## src/rtl/fx3_pkg.sv

```systemverilog
// Shared FX3 egress types and constants.
// Packer FSM encoding, datapath widths and bus block sizes.
package fx3_pkg;

    localparam int FX3_DATA_W   = 32;
    localparam int FX3_SIZE_W   = 24;
    localparam int FX3_BLK_USB2 = 128;
    localparam int FX3_BLK_USB3 = 256;

    typedef enum logic [1:0] {
        ST_IDLE  = 2'd0,
        ST_FILL  = 2'd1,
        ST_CLOSE = 2'd2,
        ST_GAP   = 2'd3
    } fx3_state_e;

endpackage

```

## src/rtl/fx3_egress_packer.sv

```systemverilog
// Packs a valid/ready word stream into FX3 ping-pong FIFO blocks,
// committing on full, on last, or after an idle timeout.
module fx3_egress_packer
    import fx3_pkg::*;
#(
    parameter int FLUSH_TIMEOUT = 64,
    parameter int SIZE_W        = FX3_SIZE_W
) (
    input  logic                  clk,
    input  logic                  rst,
    input  logic [1:0]            i_egress_ready,
    output logic [1:0]            o_egress_activate,
    input  logic [SIZE_W-1:0]     i_egress_size,
    output logic [FX3_DATA_W-1:0] o_egress_data,
    output logic                  o_egress_strobe,
    input  logic [FX3_DATA_W-1:0] i_data,
    input  logic                  i_valid,
    input  logic                  i_last,
    output logic                  o_ready,
    output logic                  o_busy,
    output logic [15:0]           o_block_count
);

    localparam int TMR_W =
        (FLUSH_TIMEOUT > 1) ? $clog2(FLUSH_TIMEOUT + 1) : 1;
    localparam logic [TMR_W-1:0] TMR_END = TMR_W'(FLUSH_TIMEOUT);

    fx3_state_e            state_q, state_d;
    logic [1:0]            act_q, act_d;
    logic [SIZE_W-1:0]     size_q, size_d;
    logic [SIZE_W-1:0]     count_q, count_d;
    logic [TMR_W-1:0]      timer_q, timer_d;
    logic [FX3_DATA_W-1:0] data_q, data_d;
    logic                  stb_q, stb_d;
    logic [15:0]           bcnt_q, bcnt_d;

    logic              accept;
    logic [SIZE_W-1:0] count_inc;

    assign o_ready   = (state_q == ST_FILL) && (count_q < size_q);
    assign accept    = i_valid && o_ready;
    assign count_inc = count_q + 1'b1;

    always_comb begin
        state_d = state_q;
        act_d   = act_q;
        size_d  = size_q;
        count_d = count_q;
        timer_d = timer_q;
        data_d  = data_q;
        stb_d   = 1'b0;
        bcnt_d  = bcnt_q;
        unique case (state_q)
            ST_IDLE: begin
                if (act_q == 2'b00 && i_egress_ready != 2'b00 &&
                    i_egress_size != '0) begin
                    act_d   = i_egress_ready[0] ? 2'b01 : 2'b10;
                    size_d  = i_egress_size;
                    count_d = '0;
                    timer_d = '0;
                    state_d = ST_FILL;
                end
            end
            ST_FILL: begin
                if (accept) begin
                    data_d  = i_data;
                    stb_d   = 1'b1;
                    count_d = count_inc;
                    timer_d = '0;
                    if (count_inc == size_q || i_last) begin
                        state_d = ST_CLOSE;
                    end
                end else if (count_q != '0 && FLUSH_TIMEOUT != 0) begin
                    // An empty open block never flushes.
                    timer_d = timer_q + 1'b1;
                    if (timer_d == TMR_END) begin
                        state_d = ST_CLOSE;
                    end
                end
            end
            ST_CLOSE: begin
                act_d   = 2'b00;
                bcnt_d  = bcnt_q + 16'd1;
                state_d = ST_GAP;
            end
            ST_GAP: begin
                state_d = ST_IDLE;
            end
            default: begin
                state_d = ST_IDLE;
            end
        endcase
    end

    always_ff @(posedge clk) begin
        if (rst) begin
            state_q <= ST_IDLE;
            act_q   <= '0;
            size_q  <= '0;
            count_q <= '0;
            timer_q <= '0;
            data_q  <= '0;
            stb_q   <= 1'b0;
            bcnt_q  <= '0;
        end else begin
            state_q <= state_d;
            act_q   <= act_d;
            size_q  <= size_d;
            count_q <= count_d;
            timer_q <= timer_d;
            data_q  <= data_d;
            stb_q   <= stb_d;
            bcnt_q  <= bcnt_d;
        end
    end

    assign o_egress_activate = act_q;
    assign o_egress_data     = data_q;
    assign o_egress_strobe   = stb_q;
    assign o_busy            = (state_q != ST_IDLE);
    assign o_block_count     = bcnt_q;

endmodule
```

## config.mk

```make
export PLATFORM = sky130hd
export DESIGN_NAME = fx3_egress_packer
export DESIGN_NICKNAME = d
export VERILOG_FILES = /design/src/rtl/fx3_pkg.sv /design/src/rtl/fx3_egress_packer.sv
export SDC_FILE = /design/constraint.sdc
export NUM_CORES = 1
export LEC_CHECK = 0
export ABC_AREA = 1
export CAP_MARGIN = 20
export CORE_MARGIN = 10
export CORE_UTILIZATION = 45
export DETAILED_ROUTE_END_ITERATION = 8
export PLACE_DENSITY = 0.71
export SYNTH_ARGS = -nofsm -noshare
export SYNTH_HDL_FRONTEND = slang
export SYNTH_SLANG_ARGS = --single-unit
```

## constraint.sdc

```tcl
create_clock -name clk -period 3.4 [get_ports clk]
set_input_delay 0.51 -clock clk [delete_from_list [all_inputs] [get_ports clk]]
set_output_delay 0.51 -clock clk [all_outputs]
set_load 0.02 [all_outputs]
```

After elaboration in Yosys (flattened, before gate mapping)
Index checks and enable logic that the tools add are counted.
{"block": "totals", "register_bits": 108, "latch_bits": 0, "mem_bits_rw": 0, "mem_bits_ro": 0, "in_bits": 62, "wordCells": 60, "memories": 0}
{"block": "op_classes", "add_sub_neg": 3, "multipliers": 0, "div_mod_pow": 0, "magnitude_cmp": 1, "n_eq_ne": 10, "shifts": 0, "muxes": 17, "bitwise": 1, "reduce_logical": 20}
{"cell": "$mux W24", "count": 2}
{"cell": "$pmux W24 S2", "count": 1}
{"cell": "$reduce_bool A24 Y1", "count": 2}
{"cell": "$add A24 B1 Y24 const B", "count": 1}
{"cell": "$eq A24 B24 Y1", "count": 1}
{"cell": "$lt A24 B24 Y1", "count": 1}
{"cell": "$mux W7", "count": 3}
{"cell": "$add A16 B1 Y16 const B", "count": 1}
{"cell": "$mux W2", "count": 7}
{"cell": "$pmux W7 S2", "count": 1}
{"cell": "$ne A3 B2 Y1 const B", "count": 3}
{"cell": "$pmux W2 S4", "count": 1}
{"cell": "$reduce_bool A2 Y1", "count": 4}
{"cell": "$add A7 B1 Y7 const B", "count": 1}
{"cell": "$eq A7 B7 Y1 const B", "count": 1}
{"cell": "$reduce_and A2 Y1", "count": 3}
{"cell": "$reduce_and A3 Y1", "count": 2}
{"cell": "$eq A2 B2 Y1 const B", "count": 2}
{"cell": "$logic_and A1 B1 Y1", "count": 4}
{"cell": "$logic_not A2 Y1", "count": 2}
{"cell": "$ne A2 B2 Y1 const B", "count": 2}
{"cell": "$pmux W2 S2", "count": 1}
{"cell": "$reduce_and A4 Y1", "count": 1}
{"cell": "$eq A2 B1 Y1 const B", "count": 1}
{"cell": "4 further kinds", "count": 4}

Depth between registers and ports, before layout
Gate-level depths: netlist of run 1.
{"block": "logic_depth", "word_depth": 6, "ltp_mapped": 19, "mapped_depth_nobuf": 18}

Least setup slack after synthesis of run 1
Ideal clock, no wire load.
{"block": "synth_path", "kind": "register -> register", "from": "reg size_q[23]", "to": "reg count_q[13]", "setup_time_ns": 0.128, "arrival_ns": 1.955, "path_slack_ns": 1.316, "path_stages_with_launch": 14, "path_buffers": 2, "synth_period_minus_slack_ns": 2.084, "path_cell_list": "dfxtp_1 inv_1 ha_1 nand2_1 nor2_1 nand2_1 nor4_1 nand2_1 nand4_1 buf_2 o21ai_2 nand2_2 clkbuf_1 a21oi_1"}
{"block": "synth_between", "elab_chain_cells": 5}
{"item": "start: declaration", "line_no": "fx3_egress_packer.sv:30", "rtl": "logic [SIZE_W-1:0] size_q, size_d;"}
{"item": "start signal: assignment", "line_no": "fx3_egress_packer.sv:108", "rtl": "size_q <= size_d;"}
{"item": "$lt A24 B24 Y1", "line_no": "fx3_egress_packer.sv:40", "rtl": "assign o_ready = (state_q == ST_FILL) && (count_q < size_q);"}
{"item": "$logic_and A1 B1 Y1", "line_no": "fx3_egress_packer.sv:40"}
{"item": "$logic_and A1 B1 Y1", "line_no": "fx3_egress_packer.sv:41", "rtl": "assign accept = i_valid && o_ready;"}
{"item": "$ne A2 B2 Y1 (no source line)"}
{"item": "$reduce_and A3 Y1 (no source line)"}
{"item": "end signal: assignment", "line_no": "fx3_egress_packer.sv:109", "rtl": "count_q <= count_d;"}
{"item": "end: declaration", "line_no": "fx3_egress_packer.sv:31", "rtl": "logic [SIZE_W-1:0] count_q, count_d;"}
No other way between the ends.
A chain may end at the register's enable or synchronous reset.

Worst setup path in the final report of run 1
{"block": "layout_path", "from": "reg size_q[23]", "to": "out o_ready"}
{"block": "layout_between", "elab_chain_cells": 2}
{"item": "$lt A24 B24 Y1", "line_no": "fx3_egress_packer.sv:40"}
{"item": "$logic_and A1 B1 Y1", "line_no": "fx3_egress_packer.sv:40"}
{"item": "end: declaration", "line_no": "fx3_egress_packer.sv:19", "rtl": "output logic o_ready,"}
No other way between the ends.

==> results.txt, run 1 <==
----------------------------------------------------
[Synthesis]
  Portion of the post-synthesis area used by sequential elements ... 0.360
  Mean Syn Cell Area ... 6.60 µm²
  Most used DFF post-synth ... dfxtp_1
  Number of nets in the synthesized netlist ... 1,004
  Post-synth ARST share ... 0
  Count of flip-flops with a built-in enable after synthesis ... 0
  #FFs+latches synth ... 108
  Leading post-synthesis cells by cell area ... dfxtp_1, nand2_1, a21oi_1
  Most area-hungry cell type in the Yosys netlist ... dfxtp_1
  Netlist Area Pre-Place ... 6010 µm²
  Number of distinct standard cells referenced by the synthesized netlist ... 30
  Number of instances in the synthesized netlist ... 911
  Share of the synthesized area in the top cell type ... 0.360
  Number of warnings printed during yosys synthesis ... 0

[GRT]
  Maximum number of pins on one net before global-route repair ... 64
  Vias in the first global route ... 5,774
  Antenna violations before repair ... 0
  Wire length of the first global-routing pass ... 28,900 µm
  Tot GR Track Use ... 0.194
  Total global routing overflow ... 0

[Critical path]
  Cell type group with the largest total delay on the critical path ... simple AND/OR/NAND/NOR gates
  Reg-to-Reg End ... timer_q[6]
  Beginning of the worst register-to-register path ... size_q[23]
  Critical path startpoint category ... flip-flop
  CP Data Arrival Time ... 2.73 ns
  Crit path buf inv count ... 2
  CP required ... 2.89 ns
  Worst setup slack for register-to-register paths ... 0.41 ns
  Ordered list of cells on the worst path ... inv_1 -> ha_1 -> nand2_1 -> nor2_1 -> nand2_1 -> nor4_1 -> nand2_1 -> and3_1 -> clkdlybuf4s50_1
  CP most frequent cell ... nand2_1
  Cells on worst reg2reg path ... 13
  Worst Path Max Fanout ... 3
  Maximum single-stage delay on the critical path ... 0.55 ns
  Cell with the biggest individual delay on the critical path ... clkdlybuf4s50_1
  Kind of critical path ... flip-flop to primary output
  Element type at the critical path end ... primary output

[Routing]
  Drt pass-1 iters ... 6
  Residual DRC count ... 0
  Number of design-rule violations left by the first detailed-router iteration ... 438
  ANT nets after route ... 0
  Vias per inst ... 5.18
  Post-detailed-route wirelength per cell ... 14.9 µm
  Detailed-route via count ... 6,179
  Wire length after detailed routing ... 17,800 µm

[Flow run]
  Max-cap check violation count ... 0

[Timing]
  Least-Margin Pin Slew ... 0.996 ns
  Max-slew violations ... 0
  Slew margin rel. ... 0.335
  Max Clock Skew ... 0.00611 ns
  Fmax ... 0.309 GHz
  Setup repair after global routing missed its margin ... no
  Part of the cycle the worst path needs ... 0.952
  Final total negative setup slack ... 0 ns
  Final worst path period need ... 3.24 ns
  Final Hold Viols ... 0
  Final-report setup violation count ... 0

[Finish]
  Register area ... 2160 µm²
  Antenna Cells ... 0
  Count of fill cells added during filler insertion ... 1,284
  Post-layout net count ... 1,105
  Combined area of the multi-input logic cells ... 3350 µm²
  Share of layout cells above drive strength 1 ... 0.0501
  Most frequent standard cell in the layout excluding fill and tap cells ... nand2_1
  Area growth from synthesis to layout ... 26.5%
  Commonest cells after routing, fill and taps aside ... nand2_1, a21oi_1, clkdlybuf4s50_1

[Clocking]
  Post-CTS Hold Buffers ... 0
  Clk slew on worst S/H paths ... 0.07 ns
  TritonCTS Buffers ... 9
  Post_cts resized ... 0
  Post-CTS Setup Inserts ... 0
  Clock Path Buffers ... 2
  Clk root buf ... clkbuf_16
  H-tree levels ... 3
  CTS tree ... done
  Clock latency on the worst-skew pair ... 0.36 ns
  Clock tree sinks ... 108

[Pwr]
  VDD IR-drop max ... 0.367 mV
  Leak ... 3.00 nW
  Power density normalized to cell area ... 788 nW/µm²
  Cell Int Power ... 3.29 mW
  Clk network pwr share ... 0.182
  Final Power ... 5.99 mW
  Portion of total power attributed to sequential cells ... 0.333
  Switching share of power ... 0.450
  Net switching power ... 2.70 mW
  Combinational share of power ... 0.485

[Floorplan]
  Die outline area ... 18,400 µm²
  Num rows ... 42
  Die Span X ... 136 µm
  Starting density of the core ... 0.458
  Core region area ... 13,100 µm²
  Die span in y ... 136 µm
  Top-level I/O count ... 115

[Min path]
  Hold Crit Depth ... 2
  Hold path start ... o_egress_data[9]
  Type of the most critical hold path ... flip-flop to flip-flop
  Hold Crit Endpoint ... o_egress_data[9]

[Outcome]
  Run status ... complete, no violations

[Place]
  DP Wirelength ... 13,500 µm
  I/O Buffers ... 114
  Weighted congestion at the end of routability-driven global placement ... 0.944

----------------------------------------------------
-- layout make-up --
class,instances,area share
clock buffers,10,0.0301
clock inverters,6,0.00922
inverters,95,0.0469
multi-input cells,676,0.441
flip-flops and latches,108,0.284
well taps,176,0.0290
repair buffers,122,0.159
-- cells by family after synthesis --
logic type | share of synthesized area
AO/OA/AOI/OAI | 0.161
XOR/XNOR | 0.00729
adder cells (fa/ha/maj) | 0.0645
buffers and inverters | 0.0822
flip-flops | 0.360
AND/OR/NAND/NOR | 0.325
-- state kept, by name, summed over array words and instances, names as in the netlist --
register           flops
o_egress_strobe        1
timer_q                7
size_q                24
count_q               24
o_egress_activate      2
state_q                2
o_egress_data         32
o_block_count         16
-- power by group through the flow --
stage	clock network, mW	logic (mW)	registers, mW
2_1_floorplan	0	1.96	2.00
3_3_place_gp	0	2.86	2.00
3_5_place_dp	0	2.87	2.01
4_1_cts	1.12	2.90	1.99
5_1_grt	1.16	3.31	2.06
6_report	1.09	2.90	1.99
-- worst register-to-register path, stage by stage (launching register included) --
cell     delay [ns]
dfxtp_1        0.33
inv_1          0.07
ha_1           0.30
nand2_1        0.06
nor2_1         0.25
nand2_1        0.11
nor4_1         0.39
nand2_1        0.13
nand4_1        0.31
nand2_1        0.26
o21ai_2        0.34
inv_2          0.12
o21ai_0        0.16
nor2_1         0.05
-- cells in the mapped netlist (2+ instances only) --
cell      count
a21oi_1     116
ha_1         31
nor3_1       10
o21ai_2       3
nand3_2       2
nand3_1      65
and3_1        2
buf_4         2
xor2_1        5
nor2_1       89
buf_2         8
nor2_2        4
inv_1        92
nand2_2       8
nor2_4        6
dfxtp_1     108
nand2_1     236
clkbuf_1     21
o21ai_0      67
inv_2         3
nand4_1      16
nor4_1        9
-- stage by stage --
stage               instance area, µm²   util  instances  worst slack, ns  hold slack [ns]
finish                            7600  0.579       1193            0.162            0.465
detailed placement                7300  0.556       1177            0.472            0.456
global route                      7600  0.579       1193           0.0638            0.479
floorplan                         6010      -        911             1.32            0.450
global placement                  7300  0.556       1177            0.518            0.452
CTS                               7600  0.579       1193            0.208            0.466
-- worst max-delay path by stage --
stage / startpoint / depth (start not counted) / endpoint / slack, ns
final: size_q[23] / 9 / o_ready / 0.16
after global routing: size_q[23] / 9 / o_ready / 0.06
after CTS: size_q[23] / 9 / o_ready / 0.21
after detailed placement: size_q[23] / 13 / timer_q[6] / 0.47
after global placement: size_q[23] / 13 / timer_q[1] / 0.52
after floorplan: size_q[23] / 13 / count_q[13] / 1.32
-- per-layer routing --
metal,up-vias,global-route usage,part of all wire
met1,2790,0.231,0.43
met2,166,0.321,0.48
met3,23,0.0679,0.078
met4,0,0.0556,0.019
li1,3200,-,-
met5,-,0,0
No activity file was read; power rests on OpenSTA's default activity.
==> run 2, diff against run 1 <==
--- a/config.mk
+++ b/config.mk
@@ -7,10 +7,10 @@
 export LEC_CHECK = 0
 export ABC_AREA = 1
 export CAP_MARGIN = 20
-export CORE_MARGIN = 10
 export CORE_UTILIZATION = 45
 export DETAILED_ROUTE_END_ITERATION = 8
 export PLACE_DENSITY = 0.71
+export SKIP_CTS_REPAIR_TIMING = 1
 export SYNTH_ARGS = -nofsm -noshare
 export SYNTH_HDL_FRONTEND = slang
 export SYNTH_SLANG_ARGS = --single-unit
==> run 2 against run 1 <==
Count of clock-buffer cells in the layout fell by 1. Clock power rose by 6%. Routed wire length fell by 5.4%. Non-clock buffer count rose by 3. Sequential cell count did not move. Worst setup slack improved by 0.14 ns. Total power rose by 1.1%. Cell area rose by 0.54%. Largest cell class unchanged.
==> results.txt, run 2 (same netlist as run 1, synthesis figures left out) <==
----------------------------------------------------
[Finish]
  Antenna Cells ... 0 (unchanged)
  Commonest cells after routing, fill and taps aside ... nand2_1, a21oi_1, clkdlybuf4s50_1 (unchanged)
  Share of layout cells above drive strength 1 ... 0.0530 (was 0.0501)
  Count of fill cells added during filler insertion ... 1,205 (was 1,284)
  Post-layout net count ... 1,108 (was 1,105)
  Number of flip-flops under the largest register name ... 32 (unchanged)
  Area growth from synthesis to layout ... 27.1% (was 26.5%)
  Most frequent standard cell in the layout excluding fill and tap cells ... nand2_1 (unchanged)

[Pwr]
  VDD IR-drop max ... 0.481 mV (was 0.367 mV)
  Portion of total power attributed to sequential cells ... 0.329 (was 0.333)
  Leak ... 3.03 nW (was 3.00 nW)
  Combinational share of power ... 0.479 (was 0.485)
  Cell Int Power ... 3.37 mW (was 3.29 mW)
  Switching share of power ... 0.443 (was 0.450)
  Power density normalized to cell area ... 792 nW/µm² (was 788 nW/µm²)
  Final Power ... 6.05 mW (was 5.99 mW)
  Net switching power ... 2.68 mW (was 2.70 mW)
  Clk network pwr share ... 0.192 (was 0.182)

[Clocking]
  CTS tree ... done (unchanged)
  Clk slew on worst S/H paths ... 0.07 ns (about the same)
  Clk root buf ... clkbuf_16 (unchanged)
  Clock tree sinks ... 108 (unchanged)
  TritonCTS Buffers ... 9 (unchanged)
  Clock latency on the worst-skew pair ... 0.36 ns (about the same)
  Clock Path Buffers ... 2 (unchanged)
  H-tree levels ... 3 (unchanged)

[Critical path]
  Kind of critical path ... flip-flop to primary output (unchanged)
  Beginning of the worst register-to-register path ... state_q[1] (was size_q[23])
  Element type at the critical path end ... primary output (unchanged)
  Worst setup slack for register-to-register paths ... 0.74 ns (was 0.41 ns)
  Worst Path Max Fanout ... 8 (was 3)
  CP required ... 2.89 ns (about the same)
  CP Data Arrival Time ... 2.59 ns (was 2.73 ns)
  Reg-to-Reg End ... o_egress_data[12] (was timer_q[6])
  Cells on worst reg2reg path ... 11 (was 13)
  Ordered list of cells on the worst path ... inv_1 -> ha_1 -> inv_2 -> a211oi_1 -> o21ai_0 -> a21oi_1 -> and3_1 -> clkdlybuf4s50_1 (was inv_1 -> ha_1 -> nand2_1 -> nor2_1 -> nand2_1 -> nor4_1 -> nand2_1 -> and3_1 -> clkdlybuf4s50_1)
  Cell with the biggest individual delay on the critical path ... clkdlybuf4s50_1 (unchanged)
  Critical path startpoint category ... flip-flop (unchanged)
  Maximum single-stage delay on the critical path ... 0.62 ns (was 0.55 ns)

[Floorplan]
  Die outline area ... 13,800 µm² (was 18,400 µm²)
  Die Span X ... 118 µm (was 136 µm)
  Die span in y ... 118 µm (was 136 µm)
  Top-level I/O count ... 115 (unchanged)
  Core region area ... 12,800 µm² (was 13,100 µm²)
  Starting density of the core ... 0.469 (was 0.458)
  Num rows ... 41 (was 42)

[Outcome]
  Run status ... complete, no violations (unchanged)

[Timing]
  Max Clock Skew ... 0.00535 ns (was 0.00611 ns)
  Max-slew violations ... 0 (unchanged)
  Final-report setup violation count ... 0 (unchanged)
  Fmax ... 0.323 GHz (was 0.309 GHz)
  Final total negative setup slack ... 0 ns (unchanged)
  Tightest hold margin ... 0.464 ns (was 0.465 ns)
  Least-Margin Pin Slew ... 0.567 ns (was 0.996 ns)
  Slew margin rel. ... 0.619 (was 0.335)
  Final Hold Viols ... 0 (unchanged)
  Setup repair after global routing missed its margin ... no (unchanged)
  Final Worst Setup Slack ... 0.302 ns (was 0.162 ns)
  Final worst path period need ... 3.10 ns (was 3.24 ns)
  Part of the cycle the worst path needs ... 0.911 (was 0.952)

[Routing]
  Post-detailed-route wirelength per cell ... 14.1 µm (was 14.9 µm)
  Detailed-route via count ... 6,135 (was 6,179)
  Wire length after detailed routing ... 16,800 µm (was 17,800 µm)
  Vias per inst ... 5.15 (was 5.18)
  ANT nets after route ... 0 (unchanged)
  Residual DRC count ... 0 (unchanged)
  Met3 layer wire length in the routed design ... 916 µm (was 1390 µm)
  Drt pass-1 iters ... 5 (was 6)
  Met2 Routed Length ... 8040 µm (was 8470 µm)
  Top metal layer carrying routed signals ... met4 (unchanged)
  Number of design-rule violations left by the first detailed-router iteration ... 388 (was 438)
  Routed metal-1 wirelength ... 7520 µm (was 7600 µm)

[GRT]
  Vias in the first global route ... 5,736 (was 5,774)
  Tot GR Track Use ... 0.251 (was 0.194)
  Maximum number of pins on one net before global-route repair ... 46 (was 64)
  Antenna violations before repair ... 0 (unchanged)
  Wire length of the first global-routing pass ... 27,800 µm (was 28,900 µm)
  Total global routing overflow ... 0 (unchanged)

[Min path]
  Type of the most critical hold path ... flip-flop to flip-flop (unchanged)
  Hold Crit Depth ... 2 (unchanged)
  Hold path start ... o_egress_data[18] (was o_egress_data[9])
  Hold Crit Endpoint ... o_egress_data[18] (was o_egress_data[9])

[Place]
  DP Wirelength ... 12,600 µm (was 13,500 µm)
  Post-Place Setup Slack ... 0.727 ns (was 0.472 ns)
  Weighted congestion at the end of routability-driven global placement ... 0.870 (was 0.944)
  I/O Buffers ... 114 (unchanged)

[Flow run]
  Max-cap check violation count ... 0 (unchanged)

----------------------------------------------------
-- run 2: final cells by class --
cell class	instances	area, µm²	share of cell area
multi-input combinational	676	3350	0.439
sequential	108	2160	0.283
timing repair buffer	125	1230	0.161
inverter	95	357	0.0467
clock buffer	9	225	0.0295
tap	172	215	0.0282
clock inverter	6	97.6	0.0128
-- run 2: worst max-delay path by stage --
stage	from	end	slack, ns	cells past startpoint
detailed placement	i_egress_size[9]	count_q[18]	0.73	11
finish	state_q[1]	o_ready	0.30	8
floorplan	size_q[23]	count_q[13]	1.32	13
global placement	i_egress_size[8]	count_q[19]	0.72	11
global route	state_q[1]	o_ready	0.17	8
CTS	state_q[1]	o_ready	0.35	8
-- run 2: critical path, delay by kind of cell, from the launching register on --
family          cells  cell delay [ns]
simple gates        1             0.22
fa+ha+maj           1             0.40
flops               1             0.33
compound gates      3             0.50
buf+inv             3             0.78
-- run 2: power groups by stage --
stage	clock [mW]	sequential [mW]	combinational [mW]
after floorplan	0	2.00	1.96
after global placement	0	2.01	2.85
after detailed placement	0	2.01	2.88
after CTS	1.19	1.98	2.89
after global routing	1.23	2.05	3.30
final	1.16	1.99	2.90
-- run 2: per-stage QoR --
step | util | cells | area (µm²)
2_1_floorplan | - | 911 | 6010
3_3_place_gp | 0.571 | 1176 | 7320
3_5_place_dp | 0.571 | 1176 | 7320
4_1_cts | 0.596 | 1191 | 7640
5_1_grt | 0.596 | 1191 | 7640
6_report | 0.596 | 1191 | 7640
-- run 2: per-layer routing --
metal  up-vias  track usage
met3        33       0.0543
met4         0       0.0769
met5         -            0
li1       3187            -
met1      2759        0.310
met2       156        0.433
